$ cat src/rtl/quiz_controller.sv
// ============================================================================
// quiz_controller -- four-contestant buzzer quiz sequencer with scoring.
// Revision 1.0
// ============================================================================
`default_nettype none

module quiz_controller #(
    parameter int NUM_Q   = 8,
    parameter int SCORE_W = 4
) (
    input  logic                   clk_i,
    input  logic                   rst_ni,
    input  logic                   start_i,
    input  logic [3:0]             buzz_i,
    input  logic                   judge_ok_i,
    input  logic                   judge_bad_i,
    input  logic                   time_up_i,
    output logic                   c_en_o,
    output logic                   cd_load_o,
    output logic [2:0]             state_o,
    output logic [1:0]             winner_o,
    output logic                   winner_valid_o,
    output logic [3:0]             lockout_o,
    output logic [2:0]             q_index_o,
    output logic [4*SCORE_W-1:0]   score_o
);

    typedef enum logic [2:0] {
        S_IDLE     = 3'd0,
        S_QUESTION = 3'd1,
        S_ANSWER   = 3'd2,
        S_REVEAL   = 3'd3,
        S_DONE     = 3'd4
    } state_e;

    localparam logic [2:0]         LAST_Q    = 3'(NUM_Q - 1);
    localparam logic [SCORE_W-1:0] SCORE_MAX = '1;

    state_e                 state_q, state_d;
    logic                   cd_load_q, cd_load_d;
    logic [1:0]             winner_q, winner_d;
    logic [3:0]             lockout_q, lockout_d;
    logic [2:0]             q_index_q, q_index_d;
    logic [4*SCORE_W-1:0]   score_q, score_d;
    logic                   start_q;
    logic [3:0]             buzz_q;

    logic                   start_edge;
    logic [3:0]             buzz_valid;
    logic [1:0]             first_buzz;
    logic [SCORE_W-1:0]     cur_score;

    assign start_edge = start_i & ~start_q;
    assign buzz_valid = buzz_i & ~buzz_q & ~lockout_q;
    assign cur_score  = score_q[int'(winner_q) * SCORE_W +: SCORE_W];

    // Descending scan so the lowest-index contestant overrides the others.
    always_comb begin
        first_buzz = 2'd0;
        for (int i = 3; i >= 0; i--) begin
            if (buzz_valid[i]) begin
                first_buzz = 2'(i);
            end
        end
    end

    always_comb begin
        state_d   = state_q;
        cd_load_d = 1'b0;
        winner_d  = winner_q;
        lockout_d = lockout_q;
        q_index_d = q_index_q;
        score_d   = score_q;
        case (state_q)
            S_IDLE: begin
                if (start_edge) begin
                    score_d   = '0;
                    q_index_d = '0;
                    lockout_d = '0;
                    cd_load_d = 1'b1;
                    state_d   = S_QUESTION;
                end
            end
            S_QUESTION: begin
                if (|buzz_valid) begin
                    winner_d = first_buzz;
                    state_d  = S_ANSWER;
                end else if (time_up_i) begin
                    state_d = S_REVEAL;
                end
            end
            S_ANSWER: begin
                if (judge_ok_i) begin
                    if (cur_score != SCORE_MAX) begin
                        score_d[int'(winner_q) * SCORE_W +: SCORE_W] = cur_score + SCORE_W'(1);
                    end
                    state_d = S_REVEAL;
                end else if (judge_bad_i) begin
                    lockout_d[winner_q] = 1'b1;
                    // Resume the paused countdown unless nobody is left to answer.
                    state_d = (&(lockout_q | (4'b0001 << winner_q))) ? S_REVEAL : S_QUESTION;
                end
            end
            S_REVEAL: begin
                if (start_edge) begin
                    if (q_index_q == LAST_Q) begin
                        state_d = S_DONE;
                    end else begin
                        q_index_d = q_index_q + 3'd1;
                        lockout_d = '0;
                        cd_load_d = 1'b1;
                        state_d   = S_QUESTION;
                    end
                end
            end
            S_DONE: begin
                if (start_edge) begin
                    state_d = S_IDLE;
                end
            end
            default: state_d = S_IDLE;
        endcase
    end

    always_ff @(posedge clk_i or negedge rst_ni) begin
        if (!rst_ni) begin
            state_q   <= S_IDLE;
            cd_load_q <= 1'b0;
            winner_q  <= 2'd0;
            lockout_q <= 4'd0;
            q_index_q <= 3'd0;
            score_q   <= '0;
            start_q   <= 1'b0;
            buzz_q    <= 4'd0;
        end else begin
            state_q   <= state_d;
            cd_load_q <= cd_load_d;
            winner_q  <= winner_d;
            lockout_q <= lockout_d;
            q_index_q <= q_index_d;
            score_q   <= score_d;
            start_q   <= start_i;
            buzz_q    <= buzz_i;
        end
    end

    assign c_en_o         = (state_q == S_QUESTION) && !cd_load_q;
    assign cd_load_o      = cd_load_q;
    assign state_o        = state_q;
    assign winner_o       = winner_q;
    assign winner_valid_o = (state_q == S_ANSWER);
    assign lockout_o      = lockout_q;
    assign q_index_o      = q_index_q;
    assign score_o        = score_q;

endmodule

`default_nettype wire

$ cat config.mk
export PLATFORM = sky130hd
export DESIGN_NAME = quiz_controller
export DESIGN_NICKNAME = d
export VERILOG_FILES = /design/src/rtl/quiz_controller.sv
export SDC_FILE = /design/constraint.sdc
export NUM_CORES = 1
export LEC_CHECK = 0
export ABC_AREA = 0
export CORE_ASPECT_RATIO = 0.8
export CORE_MARGIN = 1.5
export CORE_UTILIZATION = 54
export DETAILED_ROUTE_END_ITERATION = 6
export PLACE_DENSITY = 0.88
export SYNTH_ARGS = -nofsm -noshare
export SYNTH_HDL_FRONTEND = slang
export SYNTH_SLANG_ARGS = --single-unit
$ cat constraint.sdc
create_clock -name clk_i -period 6.3 [get_ports clk_i]
set_clock_uncertainty 0.05 [all_clocks]
set_input_delay 0.63 -clock clk_i [delete_from_list [all_inputs] [get_ports clk_i]]
set_output_delay 0.63 -clock clk_i [all_outputs]
set_load 0.05 [all_outputs]
Word-level counts from Yosys, hierarchy flattened

Cells that the tools add are included.

Flip-flop bits (word level): 34
Bits in latches: 0
Bits in writable memories: 0
Bits in read-only memories: 0
Output and inout port bits: 31
Logic and storage cells: 89
Memories kept: 0

Add/subtract/negate cells: 3
$mul: 0
Divide/modulo/power cells: 0
Order comparisons: 2
Equal/unequal tests: 16
Shift-type cells: 4
Muxes and demuxes: 34
Bitwise operators: 8
Reductions and logical operators: 14

Operators with widths:

| kind                                                  | number |
|---|---|
| 2-to-1 mux 16 bit                                     | 3 |
| negation 4 -> 33 bit                                  | 1 |
| variable shift 4 x 33 -> 16 bit, first input constant | 1 |
| indexed part select 4 x 33 -> 16 bit                  | 1 |
| one-hot mux 16 bit (2 select lines)                   | 1 |
| 2-to-1 mux 3 bit                                      | 10 |
| 2-to-1 mux 4 bit                                      | 5 |
| bitwise mux 16 bit                                    | 1 |
| indexed part select 16 x 5 -> 4 bit                   | 1 |
| one-hot mux 3 bit (5 select lines)                    | 1 |
| != test 2 bit, second input constant                  | 7 |
| one-hot mux 4 bit (3 select lines)                    | 1 |
| AND reduction 4 bit                                   | 3 |
| 2-to-1 mux 2 bit                                      | 5 |
| bitwise AND 4 bit                                     | 2 |
| inverter 4 bit                                        | 2 |
| bitwise OR 4 bit                                      | 2 |
| == test 3 x 2 -> 1 bit, second input constant         | 2 |
| == test 3 bit, second input constant                  | 2 |
| != test 3 bit, second input constant                  | 2 |
| one-hot mux 3 bit (2 select lines)                    | 1 |
| AND reduction 6 bit                                   | 1 |
| AND reduction 5 bit                                   | 1 |
| adder 4 x 1 -> 4 bit, second input constant           | 1 |
| other kinds (19)                                      | 24 |

Longest topological paths before layout

Gate-level depths: netlist of the first run.

Depth in word-level cells: 8
Gate-level depth with buffers: 8

Worst setup path after synthesis of the first run

Ideal clock, no wire load.

Path type: reg-to-output
From: register state_q[0] (netlist: state_o[0])
To: output c_en_o
Data arrival time: 2.025 ns
Path slack: 3.595 ns
Cell stages (with the launch flop): 5
Cells stage by stage: dfrtp_1 inv_1 or3_1 clkbuf_1 nor2_1

Longest elaborated chain between the ends: 2

Ends and longest elaborated chain:

| element                  | RTL line | text |
|---|---|---|
| start: declaration       | 39       | `state_e state_q, state_d;` |
| start signal: assignment | 136      | `state_q <= state_d;` |
| == test 3 x 1 -> 1 bit   | 147      | `assign c_en_o = (state_q == S_QUESTION) && !cd_load_q;` |
| logical AND 1 bit        | 147      |  |
| end: declaration         | 18       | `output logic c_en_o,` |

No other way between the ends.

Final worst setup path of the first run

Same ends and word-level chain as after synthesis.

==> metrics.md, run 1 <==
| Metric | Value |
|---|---|
| Max H-tree Level | `2` |
| Gr usage total | `24.7%` |
| Total setup buffers inserted after CTS | `0` |
| Pins Over Slew Limit | `0` |
| Vias | `1473` |
| Cells after Synth | `164` |
| Commonest non-fill, non-tap cells in the layout | `40 x clkdlybuf4s50_1, 34 x dfrtp_1, 23 x nor2_1, 13 x a21oi_1` |
| TritonCTS Buffers | `5` |
| Commonest non-fill, non-tap cell in the layout | `clkdlybuf4s50_1` |
| Top_reg_cell synth | `dfrtp_1` |
| Filler cells | `210` |
| Worst path depth | `4` |
| Post-Syn Nets | `181` |
| Drt wl/cell | `17.2 microns` |
| Number of synthesized flops with an enable pin | `0` |
| Synth warn | `0` |
| Pwr Density | `487 nW/um^2` |
| Crit path launch | `state_o[0]$_DFFE_PN0P_` |
| Nets@finish | `223` |
| Crit-path max cell delay | `810 ps` |
| CTS Root Cell | `clkbuf_8` |
| First-pass GRT wire length | `6650 microns` |
| Crit-path cells | `inv_1, or3_1, nor2_1, clkdlybuf4s50_1` |
| Syn avg cell area | `11.1 sq um` |
| Die height | `55.0 microns` |
| Worst path required time | `5620 ps` |
| Worst-Margin Slew | `681 ps` |
| Top Ports | `41` |
| Slew HR | `54.2%` |
| Detailed placement HPWL | `3120 microns` |
| Iter 0 DRT Violations | `98` |
| CTS tree | `yes` |
| M1 GR Usage | `34.3%` |
| CTS Buffer Depth | `2` |
| # rows | `18` |
| CP Capture Type | `output port` |
| Hold WC Path Type | `reg2reg` |
| Sink Count | `34` |
| Routing usage on met3 | `6.48%` |
| Final setup fails | `0` |
| Post_cts resized | `0` |
| Register area share after synthesis | `46.7%` |
| Total routed wirelength | `4220 microns` |
| Final Hold Violating Endpoints | `0` |
| Core Region | `3150 sq um` |
| Count of input and output buffers | `40` |
| Status | `finished clean` |
| HP Start | `score_o[7]$_DFFE_PN0P_` |
| Tcrit/Tclk final | `50.2%` |
| Initial core utilization | `57.8%` |
| RSZ-0062 raised after global routing | `no` |
| GP Congestion | `0.819` |
| # diodes | `0` |
| Largest net degree at the start of global routing | `35` |
| Bufs and invs on worst path | `2` |
| Seq cells post-synth | `34` |
| Post-DRT Antenna Nets | `0` |
| CP Max Fanout | `14` |
| Startpoint types | `register` |
| Minimum clock period | `3160 ps` |
| Max frequency | `316 MHz` |
| Antenna violations before repair | `0` |
| Leak Pwr | `1.01 nW` |
| Vias in the first global route | `1413` |
| Area grow syn2layout | `29.2%` |
| Netlist cell types | `40` |
| Global route overflow | `0` |
| Mapped Area | `1820 sq um` |
| Fin Setup TNS | `0 ps` |
| VDD IR max | `0.321 mV` |
| Kind of critical path | `reg2out` |
| R2R cell count | `6` |
| Drc violations | `0` |
| Number of max-cap violations | `0` |
| Hold path cells | `1` |
| Worst-path clk slew | `70 ps` |
| Die Area | `3730 sq um` |
| Asr flop ratio synth | `100%` |
| Clk Latency, worst-skew pair | `290 ps` |
| R2r startpoint | `winner_o[0]$_DFFE_PN0P_` |
| CP delay by family, top | `buffers and inverters` |
| Layout cells sized above 1 | `13.1%` |
| CTS hold repair buffers | `0` |
| First-pass DRT Iterations | `4` |
| Via density | `5.99` |
| Grt peak-use layer | `met2` |
| Design Power | `1.15 mW` |
| Die width | `67.9 microns` |
| WP data arrival | `2480 ps` |
| Met2 Use GR | `38.2%` |
| CP max-delay cell | `clkdlybuf4s50_1` |
## logic make-up (layout without fill, tap and decap cells)
family	count (synthesis)	after routing	share of synthesized area (%)
adders and majority gates	7	7	4.81
and+or+nand+nor	53	53	14.6
muxes	15	15	13.3
buffers and inverters	11	53	3.16
DFF	34	34	46.7
AOI/OAI and AO/OA	42	42	16.5
xor gates and xnor gates	2	2	0.962
## flip-flops by register name, indices dropped and copies added (netlist names)
signal,cells
score_o,16
buzz_q,4
lockout_o,4
q_index_o,3
state_o,3
winner_o,2
cd_load_o,1
start_q,1
## cell usage after synthesis, types with 2 or more instances
cell type	number	area (sq um)
a2bb2o_2	2	22.5
dfrtp_1	34	851
nand2b_1	3	18.8
a32oi_1	2	17.5
buf_6	2	22.5
mux2i_1	2	20.0
o22ai_1	2	12.5
o2bb2ai_1	6	52.6
clkbuf_1	3	11.3
mux4_2	4	90.1
nor2_1	23	86.3
a21o_4	2	30.0
nor3b_1	3	22.5
nor3_1	5	25.0
a21oi_1	13	65.1
nand2_1	8	30.0
ha_1	7	87.6
nand4b_1	2	17.5
mux2_4	8	120
o21ai_0	7	35.0
nand3_1	2	10.0
inv_1	5	18.8
nand3b_1	2	15.0
## power breakdown
part	internal (mW)	switching, mW
sequential	0.266	0.0822
combinational	0.222	0.373
clock	0.127	0.0775
total	0.614	0.533
## layout make-up
class | instances | area [sq um] | share of cell area, %
Clock buffer | 6 | 82.6 | 3.51
Clock inverter | 1 | 30.0 | 1.28
Inverter | 5 | 18.8 | 0.797
Multi-Input combinational cell | 119 | 913 | 38.8
Sequential cell | 34 | 851 | 36.2
Tap cell | 40 | 50.0 | 2.13
Timing Repair Buffer | 41 | 408 | 17.3
## metrics by stage
stage / hold WS (ps) / util [%] / setup WS, ps / instance area (sq um) / cells
2_1_floorplan: 284 / - / 3600 / 1820 / 164
3_3_place_gp: 451 / 71.1 / 3510 / 2240 / 239
3_5_place_dp: 458 / 71.1 / 3460 / 2240 / 239
4_1_cts: 475 / 74.6 / 3150 / 2350 / 246
5_1_grt: 495 / 74.6 / 3050 / 2350 / 246
6_report: 477 / 74.6 / 3140 / 2350 / 246
## final timing paths
kind	endpoint	slack [ps]
worst max-delay path	c_en_o	3140
worst max register to register	score_o[8]$_DFFE_PN0P_	3670
worst min-delay path	score_o[7]$_DFFE_PN0P_	480
worst min register to register	score_o[7]$_DFFE_PN0P_	480
min in group asynchronous	cd_load_o$_DFF_PN0_	700
max in group asynchronous	score_o[14]$_DFFE_PN0P_	5190
## layer usage
metal	routed length (microns)	up-vias
met3	361	9
met5	0	-
met2	1960	64
li1	-	687
met4	61	0
met1	1840	713
(Power assumes the default switching activity.)
==> run 2, diff against run 1 <==
--- a/config.mk
+++ b/config.mk
@@ -8,9 +8,9 @@
 export ABC_AREA = 0
 export CORE_ASPECT_RATIO = 0.8
 export CORE_MARGIN = 1.5
-export CORE_UTILIZATION = 54
+export CORE_UTILIZATION = 50
 export DETAILED_ROUTE_END_ITERATION = 6
-export PLACE_DENSITY = 0.88
+export PLACE_DENSITY = 0.82
 export SYNTH_ARGS = -nofsm -noshare
 export SYNTH_HDL_FRONTEND = slang
 export SYNTH_SLANG_ARGS = --single-unit
==> constraint.sdc (replaced) <==
create_clock -name clk_i -period 3 [get_ports clk_i]
set_clock_uncertainty 0.05 [all_clocks]
set_input_delay 0.3 -clock clk_i [delete_from_list [all_inputs] [get_ports clk_i]]
set_output_delay 0.3 -clock clk_i [all_outputs]
set_load 0.05 [all_outputs]
==> run 2 against run 1 <==
Effect of this change:
- flip-flop and latch count unchanged
- worst setup slack worse by 3000 ps
- non-clock buffer count unchanged
- sequential power up 110%
- global-route usage down 1.8 points
- highest routed layer unchanged
- critical path type unchanged
- clock power up 74%
- first-iteration DRC count down 19%
==> metrics.md, run 2 (same netlist as run 1, synthesis figures left out) <==
| Metric | Value |
|---|---|
| Area of the multi-input gates | `913 sq um` |
| Via density | `5.86` |
| Final Hold Violating Endpoints | `0` |
| Status | `finished clean` |
| Slew HR | `57.6%` |
| First-pass GRT wire length | `7320 microns` |
| Die Area | `4020 sq um` |
| Initial core utilization | `52.8%` |
| FF-to-FF End | `score_o[2]$_DFFE_PN0P_` |
| Top Ports | `41` |
| Die height | `57.0 microns` |
| Nets@finish | `223` |
| Post_cts resized | `0` |
| CTS Root Cell | `clkbuf_8` |
| Drt wl/cell | `17.7 microns` |
| R2r startpoint | `winner_o[0]$_DFFE_PN0P_` |
| Pre-CTS setup slack | `431 ps` |
| Register area | `851 sq um` |
| WP data arrival | `2530 ps` |
| Startpoint types | `register` |
| Grt peak-use layer | `met2` |
| Pins Over Slew Limit | `0` |
| Gr usage total | `23.0%` |
| Commonest non-fill, non-tap cell in the layout | `clkdlybuf4s50_1` |
| R2R Setup Slk | `430 ps` |
| Met2 Use GR | `36.5%` |
| CP Max Fanout | `14` |
| VDD IR max | `0.463 mV` |
| Final setup margin | `119 ps` |
| Tcrit/Tclk final | `96.0%` |
| Layout cells sized above 1 | `13.5%` |
| Crit-path max cell delay | `800 ps` |
| CP max-delay cell | `clkdlybuf4s50_1` |
| Worst-Margin Slew | `631 ps` |
| Kind of critical path | `reg2out` |
| Finished Core Util | `67.8%` |
| Iter 0 DRT Violations | `79` |
| Number of max-cap violations | `0` |
| CTS hold repair buffers | `0` |
| Worst-path clk slew | `70 ps` |
| Clk Latency, worst-skew pair | `280 ps` |
| Global route overflow | `0` |
| Crit-path cells | `inv_1, or3_1, nor2_1, clkdlybuf4s50_1` |
| RSZ-0062 raised after global routing | `no` |
| Fin Setup TNS | `0 ps` |
| Worst path required time | `2650 ps` |
| Drc violations | `0` |
| GP Congestion | `0.844` |
| Vias in the first global route | `1452` |
| Post-DRT Antenna Nets | `0` |
| R2R cell count | `6` |
| Detailed placement HPWL | `3330 microns` |
| Minimum clock period | `2880 ps` |
| Count of input and output buffers | `40` |
| Antenna violations before repair | `0` |
| Area grow syn2layout | `28.4%` |
| Total routed wirelength | `4410 microns` |
| CTS Buffer Depth | `2` |
| First-pass DRT Iterations | `4` |
| Hold WC Path Type | `in2async` |
| Core Region | `3450 sq um` |
| CP Capture Type | `output port` |
| Max H-tree Level | `2` |
| Vias | `1459` |
| Pwr Density | `1000 nW/um^2` |
| Final setup fails | `0` |
| Total setup buffers inserted after CTS | `0` |
| # rows | `19` |
| TritonCTS Buffers | `5` |
| Sink Count | `34` |
| Die width | `70.5 microns` |
| M1 GR Usage | `33.3%` |
| Leak Pwr | `1.00 nW` |
| Commonest non-fill, non-tap cells in the layout | `40 x clkdlybuf4s50_1, 34 x dfrtp_1, 23 x nor2_1, 13 x a21oi_1` |
| Max frequency | `347 MHz` |
| Max reg flops | `16` |
| # diodes | `0` |
| Filler cells | `244` |
| Largest net degree at the start of global routing | `35` |
| Routing usage on met3 | `3.53%` |
| WHS | `367 ps` |
| CTS tree | `yes` |
[run 2: cell types whose count changed in the layout (fill, tap and decap cells not counted), sizes merged]
cell,change
bufinv,-1
clkinvlp,+1
clkinv,+1
[run 2: per-layer routing]
metal,vias up,share of wire (%)
met1,736,47
li1,681,-
met4,0,1.1
met2,36,47
met3,6,3.9
met5,-,0
[run 2: final cells by class]
cell class,count,share of cell area [%]
multi-input combinational,119,39.1
sequential,34,36.4
timing repair buffer,41,17.4
clock buffer,6,3.53
tap,42,2.25
inverter,5,0.803
clock inverter,2,0.535
[run 2: power breakdown]
group          internal (mW)  leakage (nW)  total [mW]  switching, mW
Clock                  0.184        0.0472       0.355          0.170
Combinational          0.468         0.516        1.25          0.778
Sequential             0.558         0.440       0.740          0.183
[run 2: critical path, delay by kind of cell, from the launching register on]
kind | cells | cell delay (ps)
flops | 1 | 620
buf+inv | 2 | 980
simple gates | 2 | 640
[run 2: how the worst max path moves through the flow]
stage / start / end / slack, ps / cells after the start
finish: state_o[0]$_DFFE_PN0P_ / c_en_o / 120 / 4
global route: state_o[0]$_DFFE_PN0P_ / c_en_o / 6 / 4
CTS: state_o[0]$_DFFE_PN0P_ / c_en_o / 120 / 4
detailed placement: state_o[0]$_DFFE_PN0P_ / c_en_o / 430 / 4
global placement: state_o[0]$_DFFE_PN0P_ / c_en_o / 510 / 4
floorplan: winner_o[0]$_DFFE_PN0P_ / score_o[0]$_DFFE_PN0P_ / 400 / 8
[run 2: per-stage QoR]
step           total power [mW]  cell area [sq um]  cells
2_1_floorplan              1.62               1820    164
3_3_place_gp               1.94               2240    241
3_5_place_dp               1.99               2240    241
4_1_cts                    2.34               2340    249
5_1_grt                    2.47               2340    249
6_report                   2.34               2340    249
==> run 3, diff against run 2 <==
--- a/config.mk
+++ b/config.mk
@@ -10,7 +10,8 @@
 export CORE_MARGIN = 1.5
 export CORE_UTILIZATION = 50
 export DETAILED_ROUTE_END_ITERATION = 6
-export PLACE_DENSITY = 0.82
+export HOLD_SLACK_MARGIN = 0.05
+export PLACE_DENSITY = 0.79
 export SYNTH_ARGS = -nofsm -noshare
 export SYNTH_HDL_FRONTEND = slang
 export SYNTH_SLANG_ARGS = --single-unit
==> run 3 against run 2 <==
Effect of this change:
- via count barely moved
- flip-flop and latch count did not move
- critical path depth rose by 2
- power fell by 0.20%
- critical endpoint is now score_o[9]$_DFFE_PN0P_
- largest power group unchanged
==> metrics.md, run 3 (same netlist as run 1, synthesis figures left out) <==
| Metric | Value |
|---|---|
| Slew HR | `56.1%` |
| Area of the multi-input gates | `913 sq um` |
| Fin Setup TNS | `0 ps` |
| Via density | `5.86` |
| Pins Over Slew Limit | `0` |
| First-pass DRT Iterations | `4` |
| Number of max-cap violations | `0` |
| Design Area, Final | `2340 sq um` |
| Detailed placement HPWL | `3320 microns` |
| Pwr Density | `998 nW/um^2` |
| Drc violations | `0` |
| # diodes | `0` |
| Max reg flops | `16` |
| Worst-Margin Slew | `653 ps` |
| CP Capture Type | `register` |
| Logic gate share of total power | `53.2%` |
| Count of input and output buffers | `40` |
| CTS hold repair buffers | `0` |
| R2R Setup Slk | `420 ps` |
| Vias | `1460` |
| Leak Pwr | `1.02 nW` |
| Max H-tree Level | `2` |
| Drt wl/cell | `17.7 microns` |
| Post-DRT Antenna Nets | `0` |
| CTS tree | `yes` |
| Hold WC Path Type | `in2async` |
| Termination of the worst setup path | `score_o[9]$_DFFE_PN0P_` |
| Top Ports | `41` |
| Crit path launch | `winner_o[0]$_DFFE_PN0P_` |
| Final setup fails | `0` |
| Vias in the first global route | `1416` |
| FF-to-FF End | `score_o[9]$_DFFE_PN0P_` |
| Minimum clock period | `2580 ps` |
| Final Hold Violating Endpoints | `0` |
| RSZ-0062 raised after global routing | `no` |
| First-pass GRT wire length | `7110 microns` |
| Clk Latency, worst-skew pair | `290 ps` |
| Global route overflow | `0` |
| Commonest non-fill, non-tap cell in the layout | `clkdlybuf4s50_1` |
| Commonest non-fill, non-tap cells in the layout | `39 x clkdlybuf4s50_1, 34 x dfrtp_1, 23 x nor2_1, 13 x a21oi_1` |
| Die width | `70.5 microns` |
| Area grow syn2layout | `28.5%` |
| CTS Buffer Depth | `2` |
| VDD IR max | `0.682 mV` |
| Filler cells | `241` |
| Nets@finish | `223` |
| Placed inst area | `2240 sq um` |
| Final instance count without filler cells | `249` |
| WP data arrival | `2700 ps` |
| Layout cells sized above 1 | `13.5%` |
| Tcrit/Tclk final | `85.9%` |
| Startpoint types | `register` |
| Sequential share of power | `31.3%` |
| Worst-path clk slew | `80 ps` |
| Max frequency | `388 MHz` |
| Total routed wirelength | `4400 microns` |
| Register area | `851 sq um` |
| CP Max Fanout | `10` |
| Worst path required time | `3120 ps` |
| GP Congestion | `0.877` |
| Antenna violations before repair | `0` |
| Die height | `57.0 microns` |
| # rows | `19` |
| R2r startpoint | `winner_o[0]$_DFFE_PN0P_` |
| Sw frac | `48.4%` |
| Status | `finished clean` |
| Sink Count | `34` |
| Power share of the clock group | `15.5%` |
| Die Area | `4020 sq um` |
| CTS Root Cell | `clkbuf_8` |
| Cell Int Power | `1.21 mW` |
| Design Power | `2.34 mW` |
| Placed insts | `241` |
| Largest net degree at the start of global routing | `35` |
| Initial core utilization | `52.8%` |
| R2R cell count | `6` |
| Core Region | `3450 sq um` |
| Iter 0 DRT Violations | `124` |
| Gr usage total | `23.4%` |
| Sw Pwr | `1.13 mW` |
| TritonCTS Buffers | `5` |
| Kind of critical path | `reg2reg` |
## run 3: metal layers
metal	global-route usage, %	routed length [microns]	vias to the layer above
li1	-	-	683
met1	34.3	2100	727
met2	34.1	1980	43
met3	5.83	264	7
met4	8.52	60	0
met5	0	0	-
## run 3: layout make-up
class	count	share of cell area (%)
well taps	42	2.24
clock inverters	2	0.534
inverters	5	0.802
flip-flops and latches	34	36.3
clock buffers	6	3.53
multi-input cells	119	39.0
repair buffers	41	17.5
## run 3: worst min path at each step
| stage | start | to | slack (ps) | depth (start not counted) |
|---|---|---|---|---|
| floorplan | rst_ni | buzz_q[0]$_DFF_PN0_ | -50 | 0 |
| global placement | score_o[4]$_DFFE_PN0P_ | score_o[4]$_DFFE_PN0P_ | 450 | 1 |
| detailed placement | score_o[12]$_DFFE_PN0P_ | score_o[12]$_DFFE_PN0P_ | 450 | 1 |
| CTS | rst_ni | start_q$_DFF_PN0_ | 370 | 2 |
| global route | rst_ni | state_o[0]$_DFFE_PN0P_ | 410 | 2 |
| finish | rst_ni | score_o[1]$_DFFE_PN0P_ | 360 | 2 |
## run 3: power groups by stage
| stage | Combinational [mW] | Clock [mW] | Sequential, mW |
|---|---|---|---|
| final | 1.24 | 0.362 | 0.731 |
| after global routing | 1.32 | 0.393 | 0.753 |
| after CTS | 1.24 | 0.364 | 0.730 |
| after detailed placement | 1.24 | 0 | 0.736 |
| after global placement | 1.21 | 0 | 0.726 |
| after floorplan | 0.636 | 0 | 0.988 |
## run 3: repair_timing
| action | in CTS | in global routing |
|---|---|---|
| buffers inserted | 0 | 0 |
| endpoints found under the hold margin | 0 | 0 |
| resized for setup | 0 | 1 |
| setup endpoints to repair | 0 | 1 |
## run 3: stage by stage
stage / utilization, % / hold WS [ps] / setup slack [ps]
2_1_floorplan: - / -45.6 / 402
3_3_place_gp: 65.1 / 453 / 520
3_5_place_dp: 65.1 / 446 / 459
4_1_cts: 67.8 / 371 / 129
5_1_grt: 67.9 / 409 / 299
6_report: 67.9 / 355 / 423
## run 3: critical path, stage by stage, from the launching register on
cell     delay, ps
dfrtp_1        610
mux4_2         640
ha_1           250
nand3_1         70
and3_1         320
a21o_4         210
mux2_4         300
